$ cat src/rtl/piece_queue_if.sv
// rtl/piece_queue_if.sv - spawn request/acknowledge bundle between the game FSM and the piece queue
interface piece_queue_if #(
    parameter int PIECE_W = 3
) ();
    logic               spawn_req;
    logic               spawn_ack;
    logic [PIECE_W-1:0] spawn_piece;

    modport master (
        output spawn_req,
        input  spawn_ack,
        input  spawn_piece
    );

    modport slave (
        input  spawn_req,
        output spawn_ack,
        output spawn_piece
    );
endinterface

$ cat src/rtl/piece_queue.sv
// rtl/piece_queue.sv - next-piece preview FIFO with spawn req/ack handshake; optional PIECE_QUEUE_NO_REPEAT_EN
module piece_queue #(
    parameter int DEPTH   = 3,
    parameter int PIECE_W = 3
) (
    input  logic                       clk,
    input  logic                       rst,
    input  logic [PIECE_W-1:0]         rand_piece,
    piece_queue_if.slave               spawn,
    output logic [DEPTH*PIECE_W-1:0]   preview,
    output logic [$clog2(DEPTH+1)-1:0] count,
    output logic                       ready
);
    localparam int                 CW    = $clog2(DEPTH + 1);
    localparam logic [CW-1:0]      FULL  = CW'(DEPTH);
    localparam logic [PIECE_W-1:0] EMPTY = {PIECE_W{1'b1}};

    typedef enum logic [1:0] {
        FILL  = 2'd0,
        READY = 2'd1,
        ACK   = 2'd2
    } state_t;

    state_t             state;
    state_t             state_next;
    logic [PIECE_W-1:0] slots      [DEPTH];
    logic [PIECE_W-1:0] slots_next [DEPTH];
    logic [CW-1:0]      count_next;
    logic [CW-1:0]      post_pop;
    logic [PIECE_W-1:0] piece_reg;
    logic [PIECE_W-1:0] piece_next;
    logic               accept;
    logic               pop;
    logic               push;

`ifdef PIECE_QUEUE_NO_REPEAT_EN
    logic [PIECE_W-1:0] last_pushed;

    // Empty marker after reset never matches a real code, so the first push always passes
    assign accept = (rand_piece != EMPTY) && (rand_piece != last_pushed);

    // Track the most recent push so an immediate duplicate is dropped
    always_ff @(posedge clk or posedge rst) begin
        if (rst) begin
            last_pushed <= EMPTY;
        end else if (push) begin
            last_pushed <= rand_piece;
        end
    end
`else
    assign accept = (rand_piece != EMPTY);
`endif

    // Next-state, pop/push decisions and the shifted/refilled queue image
    always_comb begin
        state_next = state;
        pop        = 1'b0;
        push       = 1'b0;
        slots_next = slots;
        piece_next = piece_reg;

        case (state)
            FILL: begin
                push = accept && (count != FULL);
            end
            READY: begin
                if (spawn.spawn_req) begin
                    pop  = 1'b1;
                    push = accept;
                end
            end
            default: begin
            end
        endcase

        post_pop = pop ? (count - CW'(1)) : count;

        if (pop) begin
            piece_next = slots[0];
            for (int i = 0; i < DEPTH - 1; i++) begin
                slots_next[i] = slots[i + 1];
            end
            slots_next[DEPTH - 1] = EMPTY;
        end

        // A push lands in the first empty slot after any shift, so DEPTH=1 refills slot 0
        if (push) begin
            for (int i = 0; i < DEPTH; i++) begin
                if (CW'(i) == post_pop) begin
                    slots_next[i] = rand_piece;
                end
            end
        end

        count_next = post_pop + CW'(push);

        case (state)
            FILL:    state_next = (count_next == FULL) ? READY : FILL;
            READY:   state_next = pop ? ACK : READY;
            ACK:     state_next = (count == FULL) ? READY : FILL;
            default: state_next = FILL;
        endcase
    end

    // FSM state register
    always_ff @(posedge clk or posedge rst) begin
        if (rst) begin
            state <= FILL;
        end else begin
            state <= state_next;
        end
    end

    // Queue storage, occupancy and the last handed-out piece
    always_ff @(posedge clk or posedge rst) begin
        if (rst) begin
            for (int i = 0; i < DEPTH; i++) begin
                slots[i] <= EMPTY;
            end
            count     <= '0;
            piece_reg <= EMPTY;
        end else begin
            slots     <= slots_next;
            count     <= count_next;
            piece_reg <= piece_next;
        end
    end

    assign spawn.spawn_ack   = (state == ACK);
    assign spawn.spawn_piece = piece_reg;
    assign ready             = (count == FULL);

    for (genvar g = 0; g < DEPTH; g++) begin : g_preview
        assign preview[PIECE_W*g +: PIECE_W] = slots[g];
    end
endmodule
$ cat src/flat_wrapper.sv
// flat-port wrapper written by rule: the top's interface ports become plain ports
module piece_queue_flat 
#(
    parameter int DEPTH   = 3,
    parameter int PIECE_W = 3
)
  (clk, rst, rand_piece, preview, count, ready, spawn_spawn_req, spawn_spawn_ack, spawn_spawn_piece);
  piece_queue_if #(.PIECE_W(PIECE_W)) spawn_i ();
  input  logic clk;
  input  logic rst;
  input  logic [PIECE_W-1:0] rand_piece;
  output logic [DEPTH*PIECE_W-1:0] preview;
  output logic [$clog2(DEPTH+1)-1:0] count;
  output logic ready;
  input wire logic [$bits(spawn_i.spawn_req)-1:0] spawn_spawn_req;
  output wire logic [$bits(spawn_i.spawn_ack)-1:0] spawn_spawn_ack;
  output wire logic [$bits(spawn_i.spawn_piece)-1:0] spawn_spawn_piece;
  assign spawn_i.spawn_req = spawn_spawn_req;
  assign spawn_spawn_ack = spawn_i.spawn_ack;
  assign spawn_spawn_piece = spawn_i.spawn_piece;
  piece_queue #(.DEPTH(DEPTH), .PIECE_W(PIECE_W)) u_core (.clk(clk), .rst(rst), .rand_piece(rand_piece), .spawn(spawn_i), .preview(preview), .count(count), .ready(ready));
endmodule
$ cat config.mk
export PLATFORM = sky130hd
export DESIGN_NAME = piece_queue_flat
export DESIGN_NICKNAME = d
export VERILOG_FILES = /design/src/rtl/piece_queue_if.sv /design/src/rtl/piece_queue.sv /design/src/flat_wrapper.sv
export SDC_FILE = /design/constraint.sdc
export NUM_CORES = 1
export LEC_CHECK = 0
export CORE_MARGIN = 3
export CORE_UTILIZATION = 40
export CTS_BUF_LIST = sky130_fd_sc_hd__clkbuf_4
export DETAILED_ROUTE_END_ITERATION = 8
export PLACE_DENSITY = 0.68
export SKIP_CTS_REPAIR_TIMING = 1
export SYNTH_ARGS = -nofsm -noshare
export SYNTH_HDL_FRONTEND = slang
export SYNTH_SLANG_ARGS = --single-unit
$ cat constraint.sdc
create_clock -name clk -period 1.5 [get_ports clk]
set_input_delay 0.225 -clock clk [delete_from_list [all_inputs] [get_ports clk]]
set_output_delay 0.225 -clock clk [all_outputs]
set_load 0.01 [all_outputs]
==> results.txt, run 1 <==
# DRC: 0
Final WL: 1.786 mm
Req. time, crit path: 1.72 ns
RSZ-0062 raised after global routing: yes
Peak supply drop: 1.107 mV
Critical path depth in cells: 5
Sequential-to-total area share from yosys stat: 47.84%
CTS root buffer: clkbuf_4
Mapped Cells: 67
Number of diodes: 0
First drt pass iteration count: 3
Final non-filler cell total: 129
CP bufs+invs: 1
CP startpoint: rand_piece[1]
Worst skew pair latency: 0.28 ns
Starting density of the core: 43.38%
GRT Resource Usage Total: 15.97%
Crit-path leading delay family: simple AND/OR/NAND/NOR gates
CP Launch Type: input port
Setup crit end: u_core.preview[5]$_DFF_PP1_
Die area: 0.002766 mm²
Number of nets still failing antenna checks after routing: 0
Worst Reg-to-Reg Cells: 5
Flops & latches, synth: 16
Share of cells above drive strength 1: 48.04%
Max-cap viol count: 0
CTS HTree Levels: 1
Via/cell ratio: 4.705
TritonCTS Sinks: 16
Grt ovf: 0
Rel. slew slack: 78.46%
Row count: 16
Num CTS Buffers: 3
Placed Cells: 125
Worst-margin pin slew: 0.3207 ns
Slew Viols, Final: 0
Initial antenna violation count: 0
Die Y: 52.59 µm
Crit path time final: 1.625 ns
Fin crit share: 108.3%
Final Hold Viols: 0
Final setup violation count: 11
Post-synthesis cell type count: 23
Netlist Area Pre-Place: 868.3 µm²
Hpwl dp: 1.385 mm
Worst setup margin: -0.1248 ns
RD Place Congestion: 0.7593
Crit-path max FO: 4
Leakage: 0.7051 nW
CTS max path bufs: 2
Pwr/cell area: 2180 mW/mm²
Setup TNS: -0.9444 ns
Pin count of the biggest net entering global routing: 13
Syn_nets: 75
Port-buffer cells: 21
Post-DR wirelength/cell: 13.84 µm
Critical Path AT: 1.85 ns
Outcome: finished, violations left
Via count: 607
Core footprint: 0.002002 mm²
Die width: 52.59 µm
WS Path Type: in -> reg
Violated checks: negative setup slack
R2R setup slack: -0.11 ns
Number of global-route vias before repair: 690
Ys Warns: 0
Clk slew on worst S/H paths: 0.09 ns
Hold Crit Class: in -> async
Synth Area per Inst: 12.96 µm²
Fmax: 0.6155 GHz
Reg2reg end: u_core.preview[5]$_DFF_PP1_
CP max stage cell: clkdlybuf4s50_1
Area Overhead vs Synth: 49.42%
First-pass GRT wire length: 3.174 mm
DR iter-0 viols: 2
Final Net Count: 111
Final Skew: 0.001063 ns
WHS: 0.1722 ns
Worst r2r src: u_core.count[0]$_DFF_PP0_
Worst path cell trace: clkdlybuf4s50_1 > and3_1 > nor4_4 > and3b_4 > mux2_4
CP Capture Type: flop
I/O pin cnt: 22
Final Core Density: 64.81%
Critical Path Max Stage Delay: 0.47 ns
CTS tree: done
-- through the flow --
stage	cell area (µm²)	power [mW]	worst slack [ns]
6_report	1297	2.829	-0.1248
5_1_grt	1297	3.081	-0.2044
4_1_cts	1245	2.904	-0.2152
3_5_place_dp	1219	2.655	-0.4341
3_3_place_gp	1219	2.622	-0.3792
2_1_floorplan	897.1	1.931	-0.1116
-- kinds of logic (layout without fill, tap and decap cells) --
| kind of cell | after synthesis | count (layout) | synth area share [%] |
|---|---|---|---|
| multiplexers | 17 | 17 | 23.78 |
| buffers and inverters | 5 | 40 | 2.304 |
| adder cells (fa/ha/maj) | 2 | 2 | 2.881 |
| flip-flops | 16 | 16 | 47.84 |
| XOR/XNOR | 2 | 2 | 2.883 |
| AO/OA/AOI/OAI | 2 | 2 | 1.585 |
| AND/OR/NAND/NOR | 23 | 23 | 18.73 |
-- routing by layer --
layer	share of wire [%]	track usage [%]	vias to the layer above	wire length [µm]
li1	-	-	298	-
met5	0	0	-	0
met1	43	20.18	292	767
met2	51	26.03	15	909
met3	5.7	6.268	2	102
met4	0.39	2.553	0	7
-- final cells by class --
type	instances	area, µm²
Clock buffer	3	22.52
Inverter	4	15.01
Clock inverter	1	3.754
Multi-Input combinational cell	46	471.7
Fill cell	162	704.4
Timing Repair Buffer	32	332.8
Sequential cell	16	417.9
Tap cell	27	33.78
-- cells in the final DEF (no fill, tap or decap), drive strengths merged, types with 3 or more instances in the layout --
master	synthesis	routed
mux2	17	17
dlymetal6s2s	0	16
dfstp	12	12
buf	1	11
nand2	9	9
clkdlybuf4s50	0	5
inv	4	4
dfrtp	4	4
nand2b	3	3
clkbuf	0	3
-- synth_stat cells (all sizes together) --
cell,number,share of area (%)
a31o,1,1.0
nand3,1,1.2
xnor2,1,1.0
and2b,1,1.0
ha,2,2.9
nor2,1,0.43
xor2,1,1.9
inv,4,1.7
o21ai,1,0.58
and3,1,0.72
and3b,1,1.4
buf,1,0.58
nand2b,3,2.2
nand3b,1,2.3
nor3b,2,1.7
mux2,17,24
dfrtp,4,12
nor2b,2,1.4
dfstp,12,36
nor4,1,2.4
nand2,9,3.9
-- worst min-delay path by stage --
| stage | start | end | slack, ns | cells past startpoint |
|---|---|---|---|---|
| after global placement | u_core.spawn.spawn_piece[0]$_DFFE_PP1P_ | u_core.spawn.spawn_piece[0]$_DFFE_PP1P_ | 0.44 | 2 |
| after detailed placement | u_core.spawn.spawn_piece[2]$_DFFE_PP1P_ | u_core.spawn.spawn_piece[2]$_DFFE_PP1P_ | 0.45 | 2 |
| after CTS | rst | u_core.state[0]$_DFF_PP0_ | 0.17 | 2 |
| final | rst | u_core.count[1]$_DFF_PP0_ | 0.17 | 2 |
| after floorplan | rst | u_core.count[1]$_DFF_PP0_ | 0.13 | 1 |
| after global routing | rst | u_core.count[1]$_DFF_PP0_ | 0.18 | 2 |
-- power by group --
| part | internal (mW) | switching, mW |
|---|---|---|
| combinational | 1.02 | 0.663 |
| clock | 0.0967 | 0.135 |
| sequential | 0.764 | 0.147 |
| total | 1.88 | 0.944 |
-- sequential cells by signal, indices dropped and copies added (netlist names) --
name,flops
u_core.count,2
u_core.spawn.spawn_piece,3
u_core.preview,9
u_core.state,2
No activity file was read; power rests on OpenSTA's default activity.
==> run 2: changes to the inputs <==
Settings changed: SKIP_CTS_REPAIR_TIMING 1 to unset.
==> results.txt, run 2 (synthesis gave the netlist of run 1 again) <==
Outcome: finished, violations left
Violated checks: negative setup slack
Fmax: 0.6120 GHz
First drt pass iteration count: 1
Hold Crit Class: in -> async
CTS tree: done
Most common cell after layout, fill and taps aside: dlygate4sd2_1
Initial antenna violation count: 0
CTS HTree Levels: 1
CP most frequent cell: mux2_4
Final WL: 1.758 mm
Rel. slew slack: 77.98%
Number of nets still failing antenna checks after routing: 0
Max FFs per register: 9
Critical Path Max Stage Delay: 0.42 ns
R2R setup slack: -0.13 ns
RD Place Congestion: 0.7593
CP bufs+invs: 1
Leakage: 0.5880 nW
Final Skew: 0.001229 ns
Worst Reg-to-Reg Cells: 5
Die Y: 52.59 µm
Worst path cell trace: buf_4 > nand3b_4 > mux2_4 > and3b_4 > mux2_4
Post-route cell area: 0.001257 mm²
Reg2reg end: u_core.preview[5]$_DFF_PP1_
Setup TNS: -1.069 ns
Number of diodes: 0
Dpl ws: -0.4341 ns
Crit path time final: 1.634 ns
CTS max path bufs: 2
Slew Viols, Final: 0
Clk slew on worst S/H paths: 0.09 ns
Req. time, crit path: 1.72 ns
GRT Resource Usage Total: 15.85%
Die width: 52.59 µm
# DRC: 0
Grt ovf: 0
CTS root buffer: clkbuf_4
Max-cap viol count: 0
Commonest non-fill, non-tap cells in the layout: dlygate4sd2_1 (16), dfstp_2 (12), buf_4 (11)
I/O pin cnt: 22
Fin crit share: 108.9%
Crit-path max FO: 6
Pwr/cell area: 2236 mW/mm²
Worst r2r src: u_core.state[0]$_DFF_PP0_
Die area: 0.002766 mm²
CP Capture Type: flop
Area Overhead vs Synth: 44.81%
Final setup violation count: 11
Power, Total: 2.811 mW
Pin count of the biggest net entering global routing: 13
WS Path Type: reg -> reg
Final Net Count: 112
Placed cell area: 0.001219 mm²
Peak supply drop: 1.098 mV
Via/cell ratio: 4.669
Num CTS Buffers: 3
DR iter-0 viols: 0
Worst setup margin: -0.1340 ns
Post-DR wirelength/cell: 13.52 µm
# fillers: 169
Critical Path AT: 1.86 ns
First-pass GRT wire length: 3.139 mm
Starting density of the core: 43.38%
Worst skew pair latency: 0.29 ns
Worst-margin pin slew: 0.3279 ns
Hpwl dp: 1.385 mm
RSZ-0062 raised after global routing: yes
Via count: 607
Share of cells above drive strength 1: 49.51%
Row count: 16
Port-buffer cells: 21
TritonCTS Sinks: 16
Number of global-route vias before repair: 684
Crit-path leading delay family: multiplexers
CP Launch Type: flop
CP max stage cell: dfrtp_1
Final Hold Viols: 0
Hold_buf cts: 0
Core footprint: 0.002002 mm²
-- run 2: cell count changes in the layout (fill, tap and decap cells not counted), sizes merged --
cell,before,now
buf,11,12
dlygate4sd2,0,16
dlymetal6s2s,16,0
-- run 2: report_power, final --
group | leakage (nW) | switching, mW | internal, mW | total (mW)
Clock | 0.0154 | 0.138 | 0.0967 | 0.235
Combinational | 0.398 | 0.688 | 0.986 | 1.67
Sequential | 0.175 | 0.142 | 0.761 | 0.903
-- run 2: layout make-up --
cell class,count,area (µm²),area share [%]
Clock buffer,3,22.52,1.791
Clock inverter,1,3.754,0.2985
Timing Repair Buffer,33,284.0,22.59
Sequential cell,16,416.7,33.13
Inverter,4,15.01,1.194
Multi-Input combinational cell,46,481.7,38.31
Tap cell,27,33.78,2.687
-- run 2: worst reg2reg max path, cell delays in order (launching register included) --
cell	delay, ns
dfrtp_1	0.42
buf_4	0.15
nand3b_4	0.13
mux2_4	0.35
and3b_4	0.22
mux2_4	0.30
-- run 2: how the worst max path moves through the flow --
stage,start,end,slack (ns),cells past startpoint
3_3_place_gp,rand_piece[1],u_core.preview[3]$_DFF_PP1_,-0.38,5
4_1_cts,u_core.count[0]$_DFF_PP0_,u_core.preview[5]$_DFF_PP1_,-0.11,5
5_1_grt,u_core.count[1]$_DFF_PP0_,u_core.state[0]$_DFF_PP0_,-0.22,6
3_5_place_dp,rand_piece[1],u_core.preview[5]$_DFF_PP1_,-0.43,5
6_report,u_core.state[0]$_DFF_PP0_,u_core.preview[5]$_DFF_PP1_,-0.13,5
2_1_floorplan,u_core.count[0]$_DFF_PP0_,u_core.preview[3]$_DFF_PP1_,-0.11,5
-- run 2: metal layers --
layer	track usage, %	vias to the layer above	part of all wire, %
li1	-	299	-
met1	19.82	292	44
met2	26.24	14	51
met3	5.983	2	4.9
met4	2.553	0	0.46
met5	0	-	0
-- run 2: repair_timing --
item | 4_1_cts | 5_1_grt
setup endpoints to repair | 27 | 11
setup buffers | 1 | 0
gates resized for setup | 16 | 4
pin swaps | 0 | 2
-- run 2: stage by stage --
stage	std cells	hold WS (ns)	util, %
global placement	125	0.4443	60.88
CTS	130	0.1736	61.56
detailed placement	125	0.4502	60.88
floorplan	67	0.1301	-
finish	130	0.1662	62.81
global route	130	0.1817	62.81
==> run 3: changes to the inputs <==
Settings changed: PLACE_DENSITY 0.68 to 0.65.
Clock period 1.5 ns to 2.02 ns, I/O delays scaled along.
==> results.txt, run 3 (synthesis gave the netlist of run 1 again) <==
Rel. slew slack: 59.24%
Req. time, crit path: 1.72 ns
GRT Resource Usage Total: 14.60%
Switching Share: 33.65%
I/O pin cnt: 22
Final non-filler cell total: 122
Via/cell ratio: 4.607
Pint: 1.295 mW
CTS tree: done
First drt pass iteration count: 3
Crit path time final: 1.785 ns
Fin crit share: 88.38%
Clk slew on worst S/H paths: 0.10 ns
Initial antenna violation count: 0
Crit-path max FO: 5
Final WL: 1.638 mm
RD Place Congestion: 0.8066
Logic pwr share: 55.8%
Port-buffer cells: 21
Area Overhead vs Synth: 34.01%
Worst r2r src: u_core.count[0]$_DFF_PP0_
Final Skew: 0.01003 ns
Number of global-route vias before repair: 615
RSZ-0062 raised after global routing: no
Clock Power Share: 8.7%
# DRC: 0
Starting density of the core: 43.38%
Sw power: 0.6571 mW
Reg2reg end: u_core.preview[6]$_DFF_PP1_
CTS max path bufs: 2
Worst Reg-to-Reg Cells: 5
WHS: 0.3793 ns
Grt ovf: 0
Share of cells above drive strength 1: 37.89%
Number of nets still failing antenna checks after routing: 0
Critical Path AT: 1.48 ns
Via count: 562
Slew Viols, Final: 0
WS Path Type: reg -> out
Post-DR wirelength/cell: 13.43 µm
Die Y: 52.59 µm
Final Core Density: 58.13%
Die area: 0.002766 mm²
Worst skew pair latency: 0.28 ns
Number of diodes: 0
Num CTS Buffers: 3
TritonCTS Sinks: 16
R2R setup slack: 0.26 ns
Final Net Count: 104
CP startpoint: u_core.state[0]$_DFF_PP0_
Outcome: finished, final reports clean
# fillers: 168
Power, Total: 1.953 mW
DR iter-0 viols: 1
Core footprint: 0.002002 mm²
Hold_buf cts: 0
Peak supply drop: 0.7987 mV
First-pass GRT wire length: 2.967 mm
Leakage: 0.5054 nW
Max-cap viol count: 0
Max FFs per register: 9
Die width: 52.59 µm
Pin count of the biggest net entering global routing: 17
Final Hold Viols: 0
Hold Crit Class: in -> async
Most common cell after layout, fill and taps aside: clkdlybuf4s50_1
Worst-margin pin slew: 0.6107 ns
CTS root buffer: clkbuf_4
CP Capture Type: output port
Placed Cells: 118
# Post-CTS Setup Buffers: 0
Commonest non-fill, non-tap cells in the layout: clkdlybuf4s50_1 (21), dfstp_2 (12), nand2_1 (9)
Row count: 16
Hpwl dp: 1.239 mm
Pwr/cell area: 1678 mW/mm²
Seq pwr share: 35.5%
Fmax: 0.5601 GHz
Final setup violation count: 0
Setup TNS: 0 ns
CTS HTree Levels: 1
Post-CTS resize count: 0
CP Launch Type: flop
[run 3: cell types whose count changed in the layout (fill, tap and decap cells not counted), moves of 2 or more]
cell             change
buf_4                -7
clkdlybuf4s50_1     +16
dlygate4sd2_1       -16
ha_1                 +2
mux2_1               +2
mux2_4               -2
[run 3: how the worst max path moves through the flow]
stage	end	slack [ns]	depth (start not counted)
global placement	u_core.preview[3]$_DFF_PP1_	0.08	5
global route	u_core.preview[6]$_DFF_PP1_	0.12	5
CTS	spawn_spawn_ack	0.22	2
floorplan	u_core.preview[3]$_DFF_PP1_	0.29	5
finish	spawn_spawn_ack	0.23	2
detailed placement	u_core.preview[6]$_DFF_PP1_	0.02	5
[run 3: stage by stage]
step                setup WS (ns)  cell area [µm²]
floorplan                  0.2871            868.3
global placement          0.07671             1137
detailed placement        0.02028             1137
CTS                        0.2155             1164
global route               0.1190             1164
finish                     0.2346             1164
[run 3: per-layer routing]
layer	up-vias	share of wire, %	track usage, %
met4	0	0.61	3.830
li1	283	-	-
met1	263	52	21.20
met3	2	4.2	2.849
met2	14	43	22.11
met5	-	0	0
[run 3: power by group through the flow]
stage	Sequential [mW]	Clock, mW	Combinational [mW]
floorplan	0.746	0	0.613
global placement	0.692	0	1.09
detailed placement	0.698	0	1.10
CTS	0.696	0.181	1.10
global route	0.730	0.201	1.20
finish	0.693	0.170	1.09
[run 3: final cells by class]
class	instances	area, µm²	area share [%]
multi-input combinational	46	432.9	37.20
clock inverter	1	3.754	0.3226
inverter	4	15.01	1.290
clock buffer	3	22.52	1.935
tap	27	33.78	2.903
timing repair buffer	25	240.2	20.65
sequential	16	415.4	35.70
[run 3: critical path, cell delays in order (launching register included)]
cell and delay (ns):
dfrtp_1 0.45, and2b_2 0.23, clkdlybuf4s50_1 0.52
